$ cat src/rtl/umi_reg_host.sv
// Register-side UMI initiator: one register read/write becomes one UMI request, and the matching response becomes a completion.
// Latency: 3 cycles from register accept to completion valid, plus device latency. Only one transaction is outstanding.
// Backpressure: reg_req_ready is high only in IDLE. The UMI request holds until uhost_req_ready. The completion holds until reg_resp_ready.
module umi_reg_host #(
    parameter int          CW      = 32,
    parameter int          AW      = 64,
    parameter int          DW      = 256,
    parameter int          RW      = 32,
    parameter logic [AW-1:0] SRCADDR = 64'h0,
    parameter int          TIMEOUT = 1024
) (
    input  logic          clk,
    input  logic          reset,
    input  logic          reg_req_valid,
    output logic          reg_req_ready,
    input  logic          reg_req_write,
    input  logic [AW-1:0] reg_req_addr,
    input  logic [RW-1:0] reg_req_wrdata,
    output logic          reg_resp_valid,
    input  logic          reg_resp_ready,
    output logic [RW-1:0] reg_resp_rddata,
    output logic [1:0]    reg_resp_err,
    output logic          uhost_req_valid,
    input  logic          uhost_req_ready,
    output logic [CW-1:0] uhost_req_cmd,
    output logic [AW-1:0] uhost_req_dstaddr,
    output logic [AW-1:0] uhost_req_srcaddr,
    output logic [DW-1:0] uhost_req_data,
    input  logic          uhost_resp_valid,
    output logic          uhost_resp_ready,
    input  logic [CW-1:0] uhost_resp_cmd,
    input  logic [AW-1:0] uhost_resp_dstaddr,
    input  logic [AW-1:0] uhost_resp_srcaddr,
    input  logic [DW-1:0] uhost_resp_data
);

    localparam logic [2:0] SIZE      = 3'($clog2(RW / 8));
    localparam logic [4:0] REQ_READ  = 5'h01;
    localparam logic [4:0] REQ_WRITE = 5'h03;
    localparam logic [4:0] RESP_READ = 5'h02;
    localparam logic [4:0] RESP_WR   = 5'h04;

    typedef enum logic [1:0] {IDLE, REQ, WAIT, RESP} state_t;

    state_t        state, state_nxt;
    logic [4:0]    tag, tag_nxt;
    logic [31:0]   cnt, cnt_nxt;
    logic          is_write, is_write_nxt;
    logic          reg_req_ready_nxt;
    logic          reg_resp_valid_nxt;
    logic [RW-1:0] reg_resp_rddata_nxt;
    logic [1:0]    reg_resp_err_nxt;
    logic          uhost_req_valid_nxt;
    logic [CW-1:0] uhost_req_cmd_nxt;
    logic [AW-1:0] uhost_req_dstaddr_nxt;
    logic [AW-1:0] uhost_req_srcaddr_nxt;
    logic [DW-1:0] uhost_req_data_nxt;
    logic [CW-1:0] req_cmd;
    logic          opc_ok;
    logic          resp_match;
    logic          expired;

    // The source address and the unused response bits are intentionally ignored.
    logic unused_resp;
    assign unused_resp = ^{uhost_resp_srcaddr, uhost_resp_cmd, uhost_resp_data};

    // Build the request command: one beat of RW bits, single-message (eom/eof), hostid = current tag.
    always_comb begin
        req_cmd        = '0;
        req_cmd[4:0]   = reg_req_write ? REQ_WRITE : REQ_READ;
        req_cmd[7:5]   = SIZE;
        req_cmd[22]    = 1'b1;
        req_cmd[23]    = 1'b1;
        req_cmd[31:27] = tag;
    end

    // The held request cmd still carries the tag that was issued, so compare against it.
    always_comb begin
        opc_ok     = is_write ? (uhost_resp_cmd[4:0] == RESP_WR)
                              : (uhost_resp_cmd[4:0] == RESP_READ);
        resp_match = uhost_resp_valid && uhost_resp_ready && opc_ok &&
                     (uhost_resp_dstaddr == SRCADDR) &&
                     (uhost_resp_cmd[31:27] == uhost_req_cmd[31:27]);
        expired    = (TIMEOUT > 0) && (cnt == 32'(TIMEOUT - 1));
    end

    // Next-state and next registered-output logic.
    always_comb begin
        state_nxt             = state;
        tag_nxt               = tag;
        cnt_nxt               = cnt;
        is_write_nxt          = is_write;
        reg_req_ready_nxt     = 1'b0;
        reg_resp_valid_nxt    = reg_resp_valid;
        reg_resp_rddata_nxt   = reg_resp_rddata;
        reg_resp_err_nxt      = reg_resp_err;
        uhost_req_valid_nxt   = uhost_req_valid;
        uhost_req_cmd_nxt     = uhost_req_cmd;
        uhost_req_dstaddr_nxt = uhost_req_dstaddr;
        uhost_req_srcaddr_nxt = uhost_req_srcaddr;
        uhost_req_data_nxt    = uhost_req_data;
        case (state)
            IDLE: begin
                reg_req_ready_nxt = 1'b1;
                if (reg_req_valid && reg_req_ready) begin
                    state_nxt             = REQ;
                    reg_req_ready_nxt     = 1'b0;
                    is_write_nxt          = reg_req_write;
                    uhost_req_valid_nxt   = 1'b1;
                    uhost_req_cmd_nxt     = req_cmd;
                    uhost_req_dstaddr_nxt = reg_req_addr;
                    uhost_req_srcaddr_nxt = SRCADDR;
                    uhost_req_data_nxt    = reg_req_write ? DW'(reg_req_wrdata) : '0;
                end
            end
            REQ: begin
                if (uhost_req_ready) begin
                    state_nxt           = WAIT;
                    uhost_req_valid_nxt = 1'b0;
                    tag_nxt             = tag + 5'd1;
                    cnt_nxt             = '0;
                end
            end
            WAIT: begin
                if (resp_match) begin
                    state_nxt           = RESP;
                    reg_resp_valid_nxt  = 1'b1;
                    reg_resp_err_nxt    = uhost_resp_cmd[26:25];
                    reg_resp_rddata_nxt = is_write ? '0 : uhost_resp_data[RW-1:0];
                end else if (expired) begin
                    state_nxt           = RESP;
                    reg_resp_valid_nxt  = 1'b1;
                    reg_resp_err_nxt    = 2'b11;
                    reg_resp_rddata_nxt = '0;
                end else if (TIMEOUT > 0) begin
                    cnt_nxt = cnt + 32'd1;
                end
            end
            RESP: begin
                if (reg_resp_ready) begin
                    state_nxt           = IDLE;
                    reg_resp_valid_nxt  = 1'b0;
                    reg_resp_err_nxt    = 2'b00;
                    reg_resp_rddata_nxt = '0;
                    reg_req_ready_nxt   = 1'b1;
                end
            end
            default: state_nxt = IDLE;
        endcase
    end

    // State and all outputs are registered. Reset abandons any transaction in flight.
    always_ff @(posedge clk or posedge reset) begin
        if (reset) begin
            state             <= IDLE;
            tag               <= '0;
            cnt               <= '0;
            is_write          <= 1'b0;
            reg_req_ready     <= 1'b0;
            reg_resp_valid    <= 1'b0;
            reg_resp_rddata   <= '0;
            reg_resp_err      <= '0;
            uhost_req_valid   <= 1'b0;
            uhost_req_cmd     <= '0;
            uhost_req_dstaddr <= '0;
            uhost_req_srcaddr <= '0;
            uhost_req_data    <= '0;
            uhost_resp_ready  <= 1'b0;
        end else begin
            state             <= state_nxt;
            tag               <= tag_nxt;
            cnt               <= cnt_nxt;
            is_write          <= is_write_nxt;
            reg_req_ready     <= reg_req_ready_nxt;
            reg_resp_valid    <= reg_resp_valid_nxt;
            reg_resp_rddata   <= reg_resp_rddata_nxt;
            reg_resp_err      <= reg_resp_err_nxt;
            uhost_req_valid   <= uhost_req_valid_nxt;
            uhost_req_cmd     <= uhost_req_cmd_nxt;
            uhost_req_dstaddr <= uhost_req_dstaddr_nxt;
            uhost_req_srcaddr <= uhost_req_srcaddr_nxt;
            uhost_req_data    <= uhost_req_data_nxt;
            uhost_resp_ready  <= 1'b1;
        end
    end

endmodule

$ cat config.mk
export PLATFORM = sky130hd
export DESIGN_NAME = umi_reg_host
export DESIGN_NICKNAME = d
export VERILOG_FILES = /design/src/rtl/umi_reg_host.sv
export SDC_FILE = /design/constraint.sdc
export NUM_CORES = 1
export LEC_CHECK = 0
export CORE_AREA = 4 4 372 374
export DETAILED_ROUTE_END_ITERATION = 12
export DIE_AREA = 0 0 376 378
export PLACE_DENSITY_LB_ADDON = 0.05
export SKIP_CTS_REPAIR_TIMING = 1
export SKIP_LAST_GASP = 1
export SLEW_MARGIN = 10
export SYNTH_ARGS = -nofsm -noshare
export SYNTH_HDL_FRONTEND = slang
export SYNTH_SLANG_ARGS = --single-unit
$ cat constraint.sdc
create_clock -name clk -period 5.4 [get_ports clk]
set_clock_uncertainty 0.1 [all_clocks]
set_input_delay 0.81 -clock clk [delete_from_list [all_inputs] [get_ports clk]]
set_output_delay 0.81 -clock clk [all_outputs]
set_load 0.01 [all_outputs]
# Word level (Yosys, flattened, before mapping)
# Cells that the tools add are included.
classes:
  add_sub_neg: 2
  eq_ne: 13
  mux: 30
  n_reduce_logical: 16
ops:
  columns: ["cell", "n"]
  rows:
  - ["$mux 32", 8]
  - ["$pmux 32 s2", 2]
  - ["$logic_not 64->1", 1]
  - ["$add 32x1->32 const B", 1]
  - ["$eq 32x10->1 const B", 1]
  - ["$mux 2", 7]
  - ["$ne 2x2->1 const B", 5]
  - ["$mux 1", 8]
  - ["$pmux 2 s4", 1]
  - ["$reduce_and 4->1", 2]
  - ["$pmux 1 s2", 3]
  - ["$reduce_and 3->1", 2]
  - ["$reduce_bool 2->1", 3]
  - ["$add 5x1->5 const B", 1]
  - ["$eq 5x2->1 const B", 1]
  - ["$eq 5x3->1 const B", 1]
  - ["$eq 5x5->1", 1]
  - ["$logic_and 1x1->1", 5]
  - ["$eq 2x2->1 const B", 2]
  - ["$pmux 2 s2", 1]
  - ["$reduce_and 2->1", 2]
  - ["$ne 3x3->1 const B", 1]
  - ["$eq 2x1->1 const B", 1]
  - ["$logic_not 2->1", 1]
totals:
  register_bits: 411
  inputBits: 519
  output_inout_bits: 454

# Longest topological paths before layout
logic_depth:
  ltp_word: 7
  mapped_depth: 10

# Worst setup path after synthesis
# Ideal clock, no wire load.
synth_timing:
  path_kind: "input-to-reg"
  startpoint: "input port uhost_resp_dstaddr[23]"
  endpoint: "register state[1]"
  arrival_time_ps: 2341
  slack_ps: 2835
  stages: 7
  n_path_buf: 0
  cell_sequence: "nor4_1 -> nand4_1 -> nor4_1 -> nand2_1 -> and2_1 -> nor3b_2 -> mux2_2"
synth_via:
  elab_chain_len: 5
  word_cells_on_any_way: 7
synth_rtl:
  columns: ["element", "line_no", "text"]
  rows:
  - ["start: declaration", "32", "input logic [AW-1:0] uhost_resp_dstaddr,"]
  - ["$logic_not 64->1 *", "82", "(uhost_resp_dstaddr == SRCADDR) &&"]
  - ["$logic_and 1x1->1 *", "81", "resp_match = uhost_resp_valid && uhost_resp_ready && opc_ok &&"]
  - ["$logic_and 1x1->1 *", "82", null]
  - ["$ne 3x3->1 (no source line) or $mux 2 (tied branches)", null, null]
  - ["$reduce_and 4->1 (no source line) or $pmux 2 s4 (tied branches)", null, null]
  - ["end signal: assignment", "170", "state <= state_nxt;"]
  - ["end: declaration", "45", "state_t state, state_nxt;"]
# Mark *: on every way between the ends. The rest lies on a longest branch, timed or not.
# A chain may end at the register's enable or synchronous reset.

# Worst setup path after layout
layout_timing:
  startpoint: "input port uhost_resp_dstaddr[26]"
  endpoint: "register reg_resp_rddata[31]"
layout_via:
  elab_chain_len: 5
  word_cells_on_any_way: 7
layout_rtl:
  columns: ["element", "line_no", "text"]
  rows:
  - ["$logic_not 64->1 *", "82", null]
  - ["$logic_and 1x1->1 *", "81", null]
  - ["$logic_and 1x1->1 *", "82", null]
  - ["$ne 3x3->1 (no source line) or $mux 32 (tied branches)", null, null]
  - ["$reduce_and 3->1 (no source line) or $pmux 32 s2 (tied branches)", null, null]
  - ["end signal: assignment", "176", "reg_resp_rddata <= reg_resp_rddata_nxt;"]
  - ["end: declaration", "21", "output logic [RW-1:0] reg_resp_rddata,"]
# Marks and branches as above.

==> flow_results.org <==
** Clock network
- Insertion delay to the later sink of the worst-skew pair :: 0.52 ns
- TritonCTS built the clock tree.
- Counting every sink on the clock net gives 180.
- The tree is rooted in a sky130_fd_sc_hd__clkbuf_16.
- TritonCTS created 17 clock buffers.
- The H-tree was split into 4 levels.
- After clock tree synthesis, the clock-pin slew on the worst setup and hold paths is 0.08 ns.
- Maximum buffer depth of the clock tree :: 2

** Floorplan
- For this configuration, the core starts out at a cell density of 7.59%.
- I/O pin total :: 973
- The floorplan has about 140 rows.
- Die Y-Extent :: 378 um
- Area of the core region :: 0.135 mm^2
- Die Footprint :: 0.142 mm^2
- Die W :: 376 um

** Logic synthesis
- In this run, distinct cell masters in the synthesized netlist total 46.
- Summed over its instances, the top area cell type makes up 44.0% of the synthesized netlist area.
- Main area contributors after synthesis :: sky130_fd_sc_hd__dfrtp_1 44%, sky130_fd_sc_hd__buf_4 23%, sky130_fd_sc_hd__mux2_2 7.9%
- The most used flip-flop cell after synthesis is sky130_fd_sc_hd__dfrtp_1.
- For this run, the number of Yosys warnings is 0.
- The synthesized design contains 180 register bits.
- Share of synthesized registers carrying an async set or reset :: 100%
- Instance count of the mapped netlist :: approximately 1000
- In this run the mean area of a mapped cell was 10.2 um^2.
- Post-synth EDFFs :: 0
- After synthesis the cells add up to 0.0102 mm^2.
- After synthesis, flip-flops and latches occupy 44.0% of the total area.
- Dominant cell type by area after synthesis :: sky130_fd_sc_hd__dfrtp_1

** Final layout
- Area grow syn2layout :: 49.7%
- Fraction of layout cells with a size suffix above 1 :: 9.06%
- In the layout the commonest cells are 353 x sky130_fd_sc_hd__clkdlybuf4s50_1, 311 x sky130_fd_sc_hd__conb_1, 180 x sky130_fd_sc_hd__dfrtp_1.
- Leaving out fill and tap cells, the most frequent cell in the layout is sky130_fd_sc_hd__clkdlybuf4s50_1.
- Net count reported at finish :: 1873
- Counting the fill cells in the layout gives around 15000.
- At the end of the flow the core is filled with cells to roughly 11%.

** Routing
- DRC violation total after the first TritonRoute iteration :: 219
- Wire per inst :: between 10 and 15 um
- In the routed layout, each cell is associated on average with a via count of 2.45.
- The final layout contains routed wiring with a total length of about 47000 um.
- For this run, the detailed router's first-pass iteration total came to 4.
- Post-DRT Antenna Nets :: 0
- Routed vias :: roughly 7700
- In the routed design, unresolved DRC markers number 0.

** Status
- Outcome :: complete, no violations

** Timing
- Final Hold Vio Count :: 0
- The worst path meets setup with slightly below 2 ns of slack.
- Adding up every negative setup slack in the final design gives 0 ns.
- Of the available clock period, the critical path in the final layout requires 64.2%.
- Derived from the worst setup path, the maximum achievable clock frequency is 288 MHz.
- Final count of pins violating max slew :: 0
- Clock period minus final worst setup slack :: approximately 3.5 ns
- Max_slew headroom :: 34.2%
- Total setup violations reported at the end of the flow :: 0
- RSZ-0062 raised after global routing :: false
- For the pin with the worst max-slew slack, the measured transition is 0.984 ns.

** Worst setup path
- Crit path max fanout :: 38
- The worst setup path is of the input pin to flip-flop kind.
- Critical path capture point type :: flip-flop
- CP arrival :: 3.77 ns
- Critical Path Start Type :: input pin
- WP data required :: 5.70 ns
- FF-to-FF path depth :: 7
- The most critical setup path has its startpoint at uhost_resp_dstaddr[26].
- Slack of the worst reg-to-reg path :: 2.43 ns
- In this run the critical register-to-register path is launched from uhost_req_cmd[1]$_DFFE_PP0P_.

** Place
- In this run the tool buffered the top-level ports with 354 buffer cells.
- The HPWL after detailed placement is roughly 36000 um.
- Routability Congestion :: 0.660
- Worst slack at placement :: ~1.1 ns

** Hold path
- Startpoint of the tightest hold check path :: tag[4]$_DFFE_PP0P_
- Along the worst hold path, the cell count comes to 1.
- Path type of the worst min-delay path :: flip-flop to flip-flop

** Power and ir drop
- VDD sags by at most 0.256 mV.
- Net switching share of the total power :: 36.7%
- In this run the static leakage power is 6.13 nW.
- The internal portion of the total power is 0.00345 W.
- Part of the power in the clock network :: 24.9%
- Combinational logic burns about two fifths of the power.
- Of the total power, registers draw 35.7%.
- In this run the power density over the cells is 355 mW/mm^2.
- Switching power total :: between 0.0015 and 0.002 W

** GRT
- Maximum number of pins on one net before global-route repair :: 94
- Number of antenna violations at the first check in global routing :: 8
- For this run, the total global-route usage over all layers was measured as 6.41%.
- Overflow after GRT :: 0
- First-pass GRT wire length :: 63100 um
- Number of global-route vias before repair :: 7777

** Job
- Across the run, the number of max-cap violations was 0.
-- through the flow --
step | std cells | area (um^2) | hold WS (ns) | power (W)
6_report | 3142 | 15300 | 0.371 | 0.00545
5_1_grt | 3140 | 15300 | 0.412 | 0.00590
4_1_cts | 3139 | 15300 | 0.378 | 0.00571
3_5_place_dp | 3109 | 14800 | 0.366 | 0.00422
3_3_place_gp | 3109 | 14800 | 0.368 | 0.00423
2_1_floorplan | 1313 | 11400 | 0.342 | 0.00310
-- power groups by stage --
stage	Sequential (W)	Combinational (W)	Clock, W
6_report	0.00195	0.00215	0.00136
5_1_grt	0.00201	0.00235	0.00153
4_1_cts	0.00196	0.00224	0.00150
3_5_place_dp	0.00198	0.00223	0
3_3_place_gp	0.00197	0.00225	0
2_1_floorplan	0.00209	0.00101	0
-- synth_stat cells (2+ instances only) --
master                     count
sky130_fd_sc_hd__buf_4       314
sky130_fd_sc_hd__dfrtp_1     180
sky130_fd_sc_hd__nand2_1      98
sky130_fd_sc_hd__mux2_2       72
sky130_fd_sc_hd__o21ai_0      45
sky130_fd_sc_hd__a22o_1       34
sky130_fd_sc_hd__nor4_1       34
sky130_fd_sc_hd__a21oi_1      25
sky130_fd_sc_hd__clkbuf_1     24
sky130_fd_sc_hd__nand4_1      20
sky130_fd_sc_hd__or4_1        18
sky130_fd_sc_hd__o31ai_1      17
sky130_fd_sc_hd__nor2_1       14
sky130_fd_sc_hd__nand3_1      13
sky130_fd_sc_hd__inv_1        11
sky130_fd_sc_hd__xnor2_1       9
sky130_fd_sc_hd__or3_1         8
sky130_fd_sc_hd__and3_1        7
sky130_fd_sc_hd__ha_1          7
sky130_fd_sc_hd__buf_2         5
sky130_fd_sc_hd__buf_6         5
sky130_fd_sc_hd__nor3_1        5
sky130_fd_sc_hd__nor4b_1       4
sky130_fd_sc_hd__o21ai_1       4
sky130_fd_sc_hd__nand2b_1      3
sky130_fd_sc_hd__and2_1        2
sky130_fd_sc_hd__and4_1        2
sky130_fd_sc_hd__conb_1        2
sky130_fd_sc_hd__mux2i_1       2
sky130_fd_sc_hd__nand3_4       2
sky130_fd_sc_hd__nor2b_1       2
sky130_fd_sc_hd__o31a_1        2
-- registers in the layout, summed over array words and instances (netlist names) --
| signal | cells |
|---|---|
| uhost_req_valid | 1 |
| reg_resp_rddata | 32 |
| uhost_req_dstaddr | 64 |
| uhost_resp_ready | 1 |
| uhost_req_cmd | 7 |
| tag | 5 |
| cnt | 32 |
| reg_req_ready | 1 |
| reg_resp_valid | 1 |
| reg_resp_err | 2 |
| state | 2 |
| uhost_req_data | 32 |
-- critical path: stages --
cell and delay [ns]:
sky130_fd_sc_hd__clkdlybuf4s50_1 0.49, sky130_fd_sc_hd__nor4_1 0.56, sky130_fd_sc_hd__nand4_1 0.19, sky130_fd_sc_hd__nor4_1 0.31, sky130_fd_sc_hd__nand2_1 0.38, sky130_fd_sc_hd__a22o_2 0.37
sky130_fd_sc_hd__buf_4 0.28, sky130_fd_sc_hd__a22o_1 0.31
-- path summary, 6_finish.rpt --
| kind | to |
|---|---|
| worst max-delay path | reg_resp_rddata[31]$_DFFE_PP0P_ |
| worst max register to register | reg_resp_rddata[31]$_DFFE_PP0P_ |
| worst min-delay path | tag[4]$_DFFE_PP0P_ |
| max in group asynchronous | reg_resp_rddata[27]$_DFFE_PP0P_ |
| worst min register to register | tag[4]$_DFFE_PP0P_ |
| min in group asynchronous | uhost_req_dstaddr[9]$_DFFE_PP0P_ |
-- layer usage --
metal | track usage, % | vias up | wire length [um]
met5 | 0 | - | 51
met4 | 1.97 | 8 | 639
met3 | 3.25 | 37 | 4590
met2 | 11.1 | 343 | 23800
met1 | 6.82 | 3764 | 17700
li1 | - | 3542 | -
-- cell families after synthesis --
family	Yosys count	share of synthesized area, %
flops	180	44.0
simple gates	242	12.9
other cells	2	0.0733
xor+xnor	9	0.770
compound gates	131	8.23
mux	74	8.11
fa+ha+maj	7	0.855
buf+inv	359	25.1
-- final cells by class --
cell class	count	area, um^2	area share [%]
diodes	3	7.51	0.0489
repair buffers	363	3640	23.8
clock buffers	23	488	3.18
well taps	1781	2230	14.5
inverters	11	45.0	0.294
flip-flops and latches	180	4500	29.4
multi-input cells	774	4350	28.4
clock inverters	7	72.6	0.473
No activity file was read; power rests on OpenSTA's default activity.
==> patch 1 (same flow settings) <==
`tag`, `reg_resp_rddata`, `uhost_req_dstaddr`, `uhost_req_srcaddr` and `uhost_req_data` no longer have a reset.
--- a/src/rtl/umi_reg_host.sv
+++ b/src/rtl/umi_reg_host.sv
@@ -154,35 +154,33 @@
         if (reset) begin
             state             <= IDLE;
-            tag               <= '0;
             cnt               <= '0;
             is_write          <= 1'b0;
             reg_req_ready     <= 1'b0;
             reg_resp_valid    <= 1'b0;
-            reg_resp_rddata   <= '0;
             reg_resp_err      <= '0;
             uhost_req_valid   <= 1'b0;
             uhost_req_cmd     <= '0;
-            uhost_req_dstaddr <= '0;
-            uhost_req_srcaddr <= '0;
-            uhost_req_data    <= '0;
             uhost_resp_ready  <= 1'b0;
         end else begin
             state             <= state_nxt;
-            tag               <= tag_nxt;
             cnt               <= cnt_nxt;
             is_write          <= is_write_nxt;
             reg_req_ready     <= reg_req_ready_nxt;
             reg_resp_valid    <= reg_resp_valid_nxt;
-            reg_resp_rddata   <= reg_resp_rddata_nxt;
             reg_resp_err      <= reg_resp_err_nxt;
             uhost_req_valid   <= uhost_req_valid_nxt;
             uhost_req_cmd     <= uhost_req_cmd_nxt;
-            uhost_req_dstaddr <= uhost_req_dstaddr_nxt;
-            uhost_req_srcaddr <= uhost_req_srcaddr_nxt;
-            uhost_req_data    <= uhost_req_data_nxt;
             uhost_resp_ready  <= 1'b1;
         end
     end
 
+    always_ff @(posedge clk) begin
+        tag               <= tag_nxt;
+        reg_resp_rddata   <= reg_resp_rddata_nxt;
+        uhost_req_dstaddr <= uhost_req_dstaddr_nxt;
+        uhost_req_srcaddr <= uhost_req_srcaddr_nxt;
+        uhost_req_data    <= uhost_req_data_nxt;
+    end
+
 endmodule
 
Check against the original RTL: differs if reset is asserted again (counterexample within 4 cycles, from zero or initial values and one cycle with reset high); with reset held inactive, the same outputs for 4 cycles.
==> patch 1 against the original RTL <==
  * Final area decreased by 3.2%
  * Wire length shrank 1.1%
  * Die area unchanged
  * Sequential share of layout area increased by 5.5 points
  * Synthesized area decreased by 6.2%
  * Sequential cell count did not move
  * Cell count is 4.6% lower
  * Setup slack lost 0.45 ns
  * Critical path type unchanged
Power is not compared: it rests on default switching activity, and its combinational part moved more than twofold at a synthesized area within 25%.
==> patch 1: results (changes against the original RTL) <==
Setup slack after layout: 1.48 ns (was 1.93 ns)
Port bufs: 354 (unchanged)
Drt first pass iters: 4 (unchanged)
Synth Warn #: 0 (unchanged)
Routed Antenna Nets: 0 (unchanged)
RR Startpoint: uhost_req_cmd[28]$_DFFE_PP0P_ (was uhost_req_cmd[1]$_DFFE_PP0P_)
Number of global-route vias before repair: 6,475 (was 7,777)
CP arrival: 4.20 ns (was 3.77 ns)
CP Max Fanout: 17 (was 38)
Result of the run: completed (unchanged)
DRT iter0 DRCs: 289 (was 219)
Leak: 5.14 nW
Fillcell total: 15,463 (was 15,441)
Final hold vios: 0 (unchanged)
Layout Nets: 1,725 (was 1,873)
Reg2Reg Capture Point: cnt[30]$_DFFE_PP0P_ (was reg_resp_rddata[31]$_DFFE_PP0P_)
Maximum VDD drop: 0.000271 V
Total routed wirelength: 46,300 um (was 46,800 um)
Hold WC Path Type: input pin to asynchronous set/reset pin (was register to register)
Routed WL per cell: 15.4 um (was 14.9 um)
Synth cell types: 51 (was 46)
First-pass GRT wire length: 58,900 um (was 63,100 um)
Worst Max-Slew Pin Slew: 1.21 ns (was 0.984 ns)
FF-to-FF setup slack: 1.85 ns (was 2.43 ns)
Mean Syn Cell Area: 11.6 um2 (was 10.2 um2)
Top post-synthesis cells by area: edfxtp_1, buf_4, dfrtp_1 (was dfrtp_1, buf_4, mux2_2)
Max Buffers Root-to-Sink: 2 (unchanged)
FF-to-FF path depth: 10 (was 7)
Root Buffer: clkbuf_16 (unchanged)
Clk Latency, worst-skew pair: 0.54 ns (was 0.52 ns)
Worst setup path end: cnt[30]$_DFFE_PP0P_ (was reg_resp_rddata[31]$_DFFE_PP0P_)
CP startpoint: uhost_resp_dstaddr[58] (was uhost_resp_dstaddr[26])
Top FF cell, synth: edfxtp_1 (was dfrtp_1)
Via count: 6,649 (was 7,694)
Gpl congestion: 0.650 (was 0.660)
Layout cells sized above 1: 0.0578 (was 0.0906)
Post-synthesis sequential area ratio: 0.538 (was 0.440)
Placed Instances: 2,961 (was 3,109)
Worst hold slack: 0.408 ns (was 0.371 ns)
Num CTS Buffers: 17 (unchanged)
Largest net degree at the start of global routing: 43 (was 94)
Post-place instance area: 14,300 um2 (was 14,800 um2)
Hpwl dp: 37,200 um (was 35,700 um)
Post-synth EDFFs: 133 (was 0)
Top reg by flops: uhost_req_dstaddr (unchanged)
Initial antenna violation count: 27 (was 8)
Asr flop ratio synth: 0.261 (was 1.00)
GR Util All Layers: 0.0628 (was 0.0641)
Most common library cells after synthesis: buf_4, edfxtp_1, and2_1, dfrtp_1, nand2_1 (was buf_4, dfrtp_1, nand2_1, mux2_2, o21ai_0)
Clock Pin Slew Worst Setup and Hold Paths: 0.07 ns
DP Worst Slack: 0.799 ns (was 1.13 ns)
Max FFs per register: 64 (unchanged)
H-tree levels: 4 (unchanged)
## patch 1: changes by cell type after synthesis, sizes merged, moves of 10 or more
cell,change
a22o,-32
and2,+63
clkbuf,-16
dfrtp,-133
edfxtp,+133
mux2,-67
nand2,-72
nand4,-10
nor4,-14
o21ai,-16
o31ai,-11
or4,-10
## patch 1: cell type report
type	instances	area, um2	area share
diodes	5	12.5	0.000843
clock buffers	21	460	0.0310
clock inverters	11	77.6	0.00523
inverters	10	40.0	0.00270
multi-input cells	616	3130	0.211
flip-flops and latches	180	5170	0.348
well taps	1781	2230	0.150
repair buffers	374	3730	0.251
## patch 1: kinds of logic after synthesis
kind of cell             synth area share
buffers and inverters               0.259
adder cells (fa/ha/maj)           0.00911
XOR/XNOR                           0.0109
AO/OA/AOI/OAI                      0.0463
flip-flops                          0.538
other                            0.000781
multiplexers                      0.00794
AND/OR/NAND/NOR                     0.128
## patch 1: worst max-delay path, stage by stage
cell and delay (ns):
clkdlybuf4s50_1 0.54, nor4_1 0.96, buf_4 0.31, nand4_1 0.11, nor3_1 0.23, buf_4 0.17
a211oi_2 0.21, buf_4 0.23, a21oi_2 0.14, buf_4 0.24, or4_1 0.15, a21oi_1 0.06
## patch 1: power by group
group	internal [mW]	switching, mW	leakage, nW
Combinational	0.144	0.154	3.24
Sequential	1.48	0.000283	1.65
Clock	0.614	0.706	0.252
## patch 1: routing by layer
metal,wire [um],part of all wire,global-route usage,vias up
li1,-,-,-,2994
met4,521,0.011,0.0169,26
met2,17800,0.38,0.0827,469
met3,6570,0.14,0.0441,53
met5,168,0.0036,0,-
met1,21300,0.46,0.0810,3107
==> patch 2 (config.mk and constraints unchanged) <==
Made on the original files. Change the parameter `RW` from 32 to 16.
--- a/src/rtl/umi_reg_host.sv
+++ b/src/rtl/umi_reg_host.sv
@@ -6,5 +6,5 @@
     parameter int          AW      = 64,
     parameter int          DW      = 256,
-    parameter int          RW      = 32,
+    parameter int          RW      = 16,
     parameter logic [AW-1:0] SRCADDR = 64'h0,
     parameter int          TIMEOUT = 1024
Ports: changed (resized reg_req_wrdata and reg_resp_rddata); port bits go from 973 to 941. The function was not compared with the original's and may differ.
==> patch 2 against the original RTL <==
  * Sequential cell count shrank 32
  * Setup slack lost 0.44 ns
  * Total power shrank 6.8%
  * Sequential power shrank 13%
  * Synthesized area shrank 9.6%
  * Wire length shrank 7.3%
  * Register-to-register slack lost 0.42 ns
  * Final area shrank 10%
  * Highest routed layer unchanged
==> patch 2: results (changes against the original RTL) <==
CP top delay family: simple AND/OR/NAND/NOR gates (unchanged)
Synth cell types: 48 (was 46)
Hold Path Cell Cnt: 2 (was 1)
CP arrival: 4.18 ns (was 3.77 ns)
Clk power: 1.30 mW (was 1.36 mW)
Top post-synthesis cells by area: dfrtp_1, buf_4, mux2_2 (unchanged)
DP Worst Slack: 0.922 ns (was 1.13 ns)
Internal power: 3.17 mW (was 3.45 mW)
Post-place instance area: 13,200 um2 (was 14,800 um2)
CP Max Fanout: 6 (was 38)
Maximum VDD drop: 0.000175 V (was 0.000256 V)
Xor/xnor share of the synthesized area: 0.00852 (was 0.00770)
Sw Ratio: 0.377 (was 0.367)
Critical-path top delay cell: or4_4 (was nor4_1)
Post-synthesis sequential area ratio: 0.400 (was 0.440)
Seq pwr share: 0.335 (was 0.357)
Worst slew margin: 0.352 (was 0.342)
FF-to-FF path depth: 10 (was 7)
First-pass GRT wire length: 57,900 um (was 63,100 um)
Layout Nets: 1,736 (was 1,873)
Largest net degree at the start of global routing: 63 (was 94)
Synth Area in Compound Gates: 0.0749 (was 0.0823)
Mean Syn Cell Area: 9.90 um2 (was 10.2 um2)
GR Util All Layers: 0.0589 (was 0.0641)
Most common library cells after synthesis: buf_4, dfrtp_1, mux2_2, nand2_1, nor4_1 (was buf_4, dfrtp_1, nand2_1, mux2_2, o21ai_0)
Initial antenna violation count: 21 (was 8)
Clk Latency, worst-skew pair: 0.49 ns (was 0.52 ns)
Layout cells sized above 1: 0.102 (was 0.0906)
Final std cells w/o fill: 3,032 (was 3,142)
Hpwl dp: 34,000 um (was 35,700 um)
Leak: 5.44 nW (was 6.13 nW)
Port bufs: 290 (was 354)
Gpl congestion: 0.663 (was 0.660)
Crit-path max cell delay: 0.62 ns (was 0.56 ns)
Number of global-route vias before repair: 6,948 (was 7,777)
Total routed wirelength: 43,400 um (was 46,800 um)
Vias/cell: 2.29 (was 2.45)
Adder-cell area share of the yosys netlist: 0.00946 (was 0.00855)
Mux share of post-synthesis cell area: 0.0930 (was 0.0811)
Asr flop ratio synth: 1.00 (unchanged)
Result of the run: completed (unchanged)
DRT iter0 DRCs: 207 (was 219)
## patch 2: changes by cell type after synthesis, sizes merged, moves of 4 or more
cell | before | now
or4 | 19 | 9
o31ai | 17 | 6
a22o | 34 | 18
and3 | 8 | 1
dfrtp | 180 | 148
nor4 | 35 | 39
a21oi | 25 | 29
buf | 324 | 336
and4 | 2 | 6
o21ai | 49 | 36
nand4 | 21 | 28
nand2 | 98 | 59
or3 | 8 | 19
## patch 2: kinds of logic after synthesis
kind of cell | after synthesis
XOR/XNOR | 9
AO/OA/AOI/OAI | 109
adder cells (fa/ha/maj) | 7
buffers and inverters | 371
AND/OR/NAND/NOR | 212
multiplexers | 77
flip-flops | 148
other | 2
## patch 2: final timing paths
check | from | endpoint | slack, ns
min in group asynchronous | reset | uhost_req_dstaddr[27]$_DFFE_PP0P_ | 0.71
worst max register to register | state[0]$_DFFE_PP0P_ | cnt[25]$_DFFE_PP0P_ | 2.01
worst min-delay path | uhost_req_data[9]$_DFFE_PP0P_ | uhost_req_data[9]$_DFFE_PP0P_ | 0.38
worst max-delay path | uhost_resp_dstaddr[51] | state[1]$_DFFE_PP0P_ | 1.49
worst min register to register | uhost_req_data[9]$_DFFE_PP0P_ | uhost_req_data[9]$_DFFE_PP0P_ | 0.38
max in group asynchronous | reset | uhost_req_dstaddr[62]$_DFFE_PP0P_ | 3.44
## patch 2: area by class of cell
class,instances,area [um2]
Inverter,12,50.0
Sequential cell,148,3700
Tap cell,1781,2230
Clock inverter,13,136
Clock buffer,19,443
Antenna cell,12,30.0
Fill cell,15525,121000
Multi-Input combinational cell,741,4140
Timing Repair Buffer,306,3060
## patch 2: per-layer routing
layer  up-vias  routed length (um)  GRT usage
met1      3314               17000     0.0661
met5         -                  71          0
met2       398               20000     0.0927
met3        36                5670     0.0360
li1       3200                   -          -
met4        10                 662     0.0184
